==> config.mk <==
export PLATFORM = sky130hd
export DESIGN_NAME = bus_arbiter_rr
export DESIGN_NICKNAME = d
export VERILOG_FILES = /design/src/rtl/bus_arbiter_rr.sv
export SDC_FILE = /design/constraint.sdc
export NUM_CORES = 1
export LEC_CHECK = 0
export ABC_AREA = 1
export BUFFER_PORTS_ARGS = -buffer_cell sky130_fd_sc_hd__clkbuf_2
export CORE_UTILIZATION = 45
export DETAILED_ROUTE_END_ITERATION = 10
export PLACE_DENSITY = 0.61
export SLEW_MARGIN = 20
export SYNTH_ARGS = -nofsm -noshare
export SYNTH_HDL_FRONTEND = slang
export SYNTH_SLANG_ARGS = --single-unit
==> constraint.sdc <==
create_clock -name Clk -period 2 [get_ports Clk]
set_input_delay 0.3 -clock Clk [delete_from_list [all_inputs] [get_ports Clk]]
set_output_delay 0.3 -clock Clk [all_outputs]
set_load 0.03 [all_outputs]
==> src/rtl/bus_arbiter_rr.sv <==
// Round-robin arbiter for the 4-master shared bus: one-hot registered grant,
// tenure bounded by a hold cap and a slave-ready timeout that flags bus_err.
module bus_arbiter_rr #(
    parameter int unsigned MAX_HOLD = 16,
    parameter int unsigned TIMEOUT  = 64
) (
    input  logic       Clk,
    input  logic       Reset,
    input  logic [3:0] mreq,
    input  logic       s_rdy,
    output logic [3:0] grnt,
    output logic [1:0] owner,
    output logic       bus_err
);

    localparam int unsigned CW = 8;
    localparam logic [CW-1:0] HOLD_LIM = CW'(MAX_HOLD);
    localparam logic [CW-1:0] TMO_LIM  = CW'(TIMEOUT);
    localparam logic [CW-1:0] CNT_MAX  = '1;

    typedef enum logic {
        IDLE = 1'b0,
        OWN  = 1'b1
    } state_t;

    state_t          state_q;
    logic [CW-1:0]   hold_cnt_q;
    logic [CW-1:0]   wait_cnt_q;
    logic [1:0]      last_q;

    logic [CW-1:0]   hold_cnt_d;
    logic [CW-1:0]   wait_cnt_d;
    logic [1:0]      winner;
    logic [1:0]      idx;
    logic            win_valid;
    logic            rel_drop;
    logic            rel_tmo;
    logic            rel_cap;

    // Search upward from the master after the last one granted, wrapping 3->0.
    always_comb begin
        win_valid = 1'b0;
        winner    = 2'd0;
        idx       = 2'd0;
        for (int i = 1; i <= 4; i++) begin
            idx = last_q + 2'(i);
            if (!win_valid && mreq[idx]) begin
                win_valid = 1'b1;
                winner    = idx;
            end
        end
    end

    always_comb begin
        hold_cnt_d = (hold_cnt_q == CNT_MAX) ? hold_cnt_q : hold_cnt_q + CW'(1);
        wait_cnt_d = s_rdy ? '0 :
                     ((wait_cnt_q == CNT_MAX) ? wait_cnt_q : wait_cnt_q + CW'(1));
        rel_drop   = ~mreq[owner];
        rel_tmo    = ~s_rdy && (wait_cnt_q == TMO_LIM);
        rel_cap    = s_rdy && (hold_cnt_q >= HOLD_LIM) && ((mreq & ~grnt) != 4'b0000);
    end

    always_ff @(posedge Clk or posedge Reset) begin
        if (Reset) begin
            state_q    <= IDLE;
            grnt       <= 4'b0000;
            owner      <= 2'd0;
            bus_err    <= 1'b0;
            hold_cnt_q <= '0;
            wait_cnt_q <= '0;
            last_q     <= 2'd3;
        end else begin
            bus_err <= 1'b0;
            case (state_q)
                IDLE: begin
                    if (win_valid) begin
                        grnt       <= 4'b0001 << winner;
                        owner      <= winner;
                        last_q     <= winner;
                        hold_cnt_q <= CW'(1);
                        wait_cnt_q <= s_rdy ? '0 : CW'(1);
                        state_q    <= OWN;
                    end
                end
                OWN: begin
                    // A voluntary drop masks a coincident timeout, so no error then.
                    if (rel_drop || rel_tmo || rel_cap) begin
                        grnt    <= 4'b0000;
                        state_q <= IDLE;
                        bus_err <= ~rel_drop & rel_tmo;
                    end else begin
                        hold_cnt_q <= hold_cnt_d;
                        wait_cnt_q <= wait_cnt_d;
                    end
                end
                default: state_q <= IDLE;
            endcase
        end
    end

endmodule

# == After elaboration in Yosys (flattened, before gate mapping) ==
# Index checks and enable logic that the tools add are counted.
# op_classes
reduce_logical,16
n_shift,1
n_lt_le_gt_ge,6
eq_ne,8
n_bitwise,6
multipliers,0
addsub,5
div_mod_pow,0
n_mux,36
# ops
op,n
8-bit two-way mux,7
8-bit one-hot mux with 2 select lines,2
8-bit by 1-bit adder with 8-bit output (second input constant),2
8-bit equality test (second input constant),2
2-bit by 3-bit less-than comparator with 1-bit output (second input constant),5
1-bit two-way mux,14
1-bit binary-select mux with 2-bit select,5
8-bit by 7-bit equality test with 1-bit output (second input constant),1
8-bit by 5-bit >= comparator with 1-bit output (second input constant),1
2-bit two-way mux,4
4-bit two-way mux,2
4-bit one-hot mux with 2 select lines,1
1-bit logical AND,6
2-bit inequality test (second input constant),3
3-bit AND reduction,2
2-bit adder (second input constant),2
4-bit bitwise AND,1
4-bit NOT,1
2-bit AND reduction,2
4-bit nonzero test,1
1-bit by 2-bit left shift with 4-bit output (first input constant),1
1-bit zero test,3
3-bit inequality test (second input constant),1
1-bit NOT,3
other kinds (5),6
# totals
out_inout_bits,7
ram_bits,0
latchBits,0
word_cells,85
romBits,0
register_bits,26
inputBits,7
mem_count,0

# == Depth between registers and ports, before layout ==
# logic_depth
depth_word,16
ltp_mapped,13
depth_no_buf,12

# == Worst setup path before layout ==
# Ideal clock, no wire load.
# synth_timing
kind,register to register
start,register last_q[0]
end,register wait_cnt_q[1]
n_path_buf,2
t_required_ns,1.883
period_less_slack_ns,1.694
stages_incl_launch_ff,14
arrival_ns,1.577
path_slack_ns,0.306
setup_time_ns,0.117
path_cell_list,dfstp_2 buf_4 inv_4 nand2_2 nand2_1 nand2_1 nand2_2 nor2_8 nand2_2 nor2_4 nand2_4 buf_6 nand3_1 nand2_1
# synth_via
elab_chain_cells,15
elab_cells_between_ends,23
cone_classes,add/sub: 3; eq/ne: 1; mux: 12; reduce/logical: 7
# synth_rtl
item,line,source
from (decl),29,logic [1:0] last_q;
from (signal assigned),79,last_q <= winner;
2-bit by 1-bit adder with 2-bit output,46,idx = last_q + 2'(i);
1-bit binary-select mux with 2-bit select,47,if (!win_valid && mreq[idx]) begin
1-bit two-way mux (not written as such),47,
1-bit two-way mux,47,
1-bit zero test,47,
1-bit logical AND,47,
1-bit two-way mux,47,
1-bit zero test,47,
1-bit logical AND,47,
1-bit two-way mux,47,
1-bit zero test,47,
1-bit logical AND,47,
1-bit two-way mux *,47,
2-bit inequality test (no line) *,--,
3-bit AND reduction (no line) *,--,
to (signal assigned),81,wait_cnt_q <= s_rdy ? '0 : CW'(1);
to (signal assigned),93,wait_cnt_q <= wait_cnt_d;
to (decl),28,logic [CW-1:0] wait_cnt_q;
# Mark *: on every way between the ends. The rest lies on a longest branch, timed or not. The select of a mux whose other input is x is not followed.
# A chain may end at the register's enable or synchronous reset.

# == Final worst setup path ==
# layout_timing
start,register wait_cnt_q[0]
end,register wait_cnt_q[4]
# layout_via
elab_chain_cells,6
elab_cells_between_ends,13
cone_classes,add/sub: 1; eq/ne: 4; mux: 4; reduce/logical: 4
# layout_rtl
item
"parallel branches: the longest is 6 deep, another holds 8-bit by 1-bit adder with 8-bit output"
# Several ways; the timed one is not identified. The select of a mux whose other input is x is not followed.

==> results.sh <==
export IMPL_n_antenna_cell=0
export IMPL_clkTransAtPathRegs_ns=0.09
export IMPL_crit_path_start_kind="register"
export IMPL_outcome="complete, but fails checks"
export IMPL_synth_seq_cells=26
export IMPL_maxCapViolCount=0
export IMPL_synth_seq_area_share_pct=35.3
export IMPL_post_route_drc_count=0
export IMPL_layout_min_cycle_time_ns=1.84
export IMPL_grt_overflow_total=0
export IMPL_finalHoldViolations=7
export IMPL_synthFlopType="dfrtp_1"
export IMPL_postCtsSetupBuffers=0
export IMPL_total_power_mw=2.84
export IMPL_async_reset_ff_share_pct=100
export IMPL_r2r_end="wait_cnt_q[4]"
export IMPL_insertion_delay_ns=0.27
export IMPL_crit_type="register to register"
export IMPL_avgSynthCellArea_sq_um=6.75
export IMPL_grt_max_degree=20
export IMPL_slew_violations=0
export IMPL_grt_usage_pct=20.3
export IMPL_area_growth_pct=9.40
export IMPL_clock_root_buffer="clkbuf_8"
export IMPL_slew_headroom_pct=70.6
export IMPL_die_area_sq_um=4370
export IMPL_max_freq_ghz=0.544
export IMPL_drt_iter0_markers=100
export IMPL_cp_startpoint="wait_cnt_q[0]"
export IMPL_r2r_start="wait_cnt_q[0]"
export IMPL_syn_nets=285
export IMPL_initial_core_util_pct=48.7
export IMPL_hp_class="input port to asynchronous set/reset pin"
export IMPL_crit_required_ns=2.16
export IMPL_core_sq_um=3800
export IMPL_p_leak_nw=1.08
export IMPL_synthCells=274
export IMPL_cts_resized=0
export IMPL_drt_vias_per_instance=5.03
export IMPL_p_per_area_nw_per_um2=1410
export IMPL_worstSetupEndpoint="wait_cnt_q[4]"
export IMPL_final_cell_mix="nand2_1 (89), nand3_1 (37), inv_1 (32)"
export IMPL_final_setup_tns_ns=0
export IMPL_rows=22
export IMPL_antenna_found_initial=0
export IMPL_post_dp_cell_area_sq_um=1960
export IMPL_synth_distinct_cells=31
export IMPL_dr_total_vias=1689
export IMPL_nNetsFinal=300
export IMPL_worst_pin_slew_ns=0.441
export IMPL_cts_hold_buf=0
export IMPL_gp_congestion=0.795
export IMPL_cp_data_arrival_time_ns=2.00
export IMPL_cp_end_kind="register"
export IMPL_cts_sinks=26
export IMPL_fin_worst_skew_ns=0.00332
export IMPL_worstPathMaxFanout=8
export IMPL_ant_nets=0
export IMPL_drt_total_wl_um=3880
export IMPL_reg2reg_depth=9
export IMPL_rrSetupSlack_ns=0.16
export IMPL_numCtsBuffers=3
export IMPL_drt_pass1_iterations=5
export IMPL_die_x_um=66.1
export IMPL_violations="negative hold slack"
export IMPL_die_h_um=66.1
export IMPL_place_hpwl_um=2960
export IMPL_setup_violations=0
export IMPL_fin_area_sq_um=2020
export IMPL_grt_pass1_vias=1533
export IMPL_fin_crit_sh_pct=91.9
export IMPL_vdd_drop_max_mv=0.804
export IMPL_synth_edf_count=0
export IMPL_worst_hold_slack_ns=-0.00353
export IMPL_final_setup_worst_slack_ns=0.162
export IMPL_grt_pass1_wl_um=6900
export IMPL_cts_max_level=1
export IMPL_place_ws_ns=0.154
export IMPL_netlist_area_sq_um=1850
export IMPL_rsz0062_at_grt="false"
export IMPL_clockBufferDepth=2
export IMPL_layout_drive_gt1_share_pct=14.9
export IMPL_portBuffers=13
export IMPL_cts_tree="built"
export IMPL_final_common_cell="nand2_1"
export IMPL_pin_count=14
export IMPL_avgRoutedWirePerCell_um=11.5
export IMPL_ys_warn_count=0
==> how the worst min path moves through the flow <==
stage	slack [ns]	to	depth (start not counted)
2_1_floorplan	0.34	bus_err	1
3_3_place_gp	0.30	grnt[1]	2
3_5_place_dp	0.30	grnt[1]	2
4_1_cts	0.005	grnt[1]	2
5_1_grt	0.02	grnt[1]	2
6_report	-0.004	grnt[2]	2
==> critical path, cell delays in order (launching register included) <==
cell and delay, ns:
dfrtp_1 0.43, ha_1 0.19, nand2_1 0.07, nor2_1 0.19
inv_1 0.11, nor2_1 0.15, nand3_1 0.14, a21boi_2 0.25
nand3_1 0.13, nand2_1 0.07
==> power breakdown <==
group          total (mW)  switching (mW)  internal, mW
clock network       0.336           0.160         0.176
logic                1.67            1.16         0.510
registers           0.843           0.164         0.679
total                2.84            1.48          1.37
==> logic make-up (layout without fill, tap and decap cells) <==
family,Yosys count,count (layout),share of synthesized area [%]
XOR/XNOR,4,4,1.89
buffers and inverters,42,56,9.27
AO/OA/AOI/OAI,16,16,5.62
adder cells (fa/ha/maj),4,4,2.71
flip-flops,26,26,35.3
AND/OR/NAND/NOR,182,182,45.2
==> synthesized netlist by cell type, types with 2 or more instances <==
| cell type | n | area [sq um] |
|---|---|---|
| a21oi_1 | 5 | 25.0 |
| clkbuf_1 | 2 | 7.51 |
| dfrtp_1 | 24 | 601 |
| dfstp_2 | 2 | 52.6 |
| ha_1 | 4 | 50.1 |
| inv_1 | 32 | 120 |
| inv_2 | 5 | 18.8 |
| nand2_1 | 89 | 334 |
| nand2_2 | 9 | 56.3 |
| nand2_4 | 2 | 22.5 |
| nand3_1 | 37 | 185 |
| nand4_1 | 4 | 25.0 |
| nor2_1 | 24 | 90.1 |
| nor3_1 | 6 | 30.0 |
| nor4_1 | 6 | 37.5 |
| o21ai_0 | 5 | 25.0 |
| o21ai_1 | 2 | 10.0 |
| xor2_1 | 3 | 26.3 |
==> per-stage QoR <==
stage	util [%]	std cells
6_report	53.3	336
5_1_grt	53.3	336
4_1_cts	52.9	336
3_5_place_dp	51.5	332
3_3_place_gp	51.5	332
2_1_floorplan	-	274
==> per-layer routing <==
| layer | share of wire (%) | GRT usage [%] | vias to the layer above |
|---|---|---|---|
| li1 | - | - | 903 |
| met5 | 0 | 0 | - |
| met3 | 2.9 | 2.59 | 2 |
| met2 | 45 | 32.9 | 27 |
| met1 | 52 | 29.3 | 757 |
| met4 | 0.54 | 3.19 | 0 |
==> registers in the layout, indices dropped and copies added, names as in the netlist <==
signal,count
hold_cnt_q,8
wait_cnt_q,8
grnt,4
last_q,2
owner,2
bus_err,1
state_q,1
==> cell type report <==
cell class              instances  area [sq um]
inverters                      38           145
repair buffers                 14          72.6
clock buffers                   4          55.1
multi-input cells             206          1040
flip-flops and latches         26           653
fillers                       387          1780
well taps                      48          60.1
Note: power is estimated with default switching activity, not from simulation.
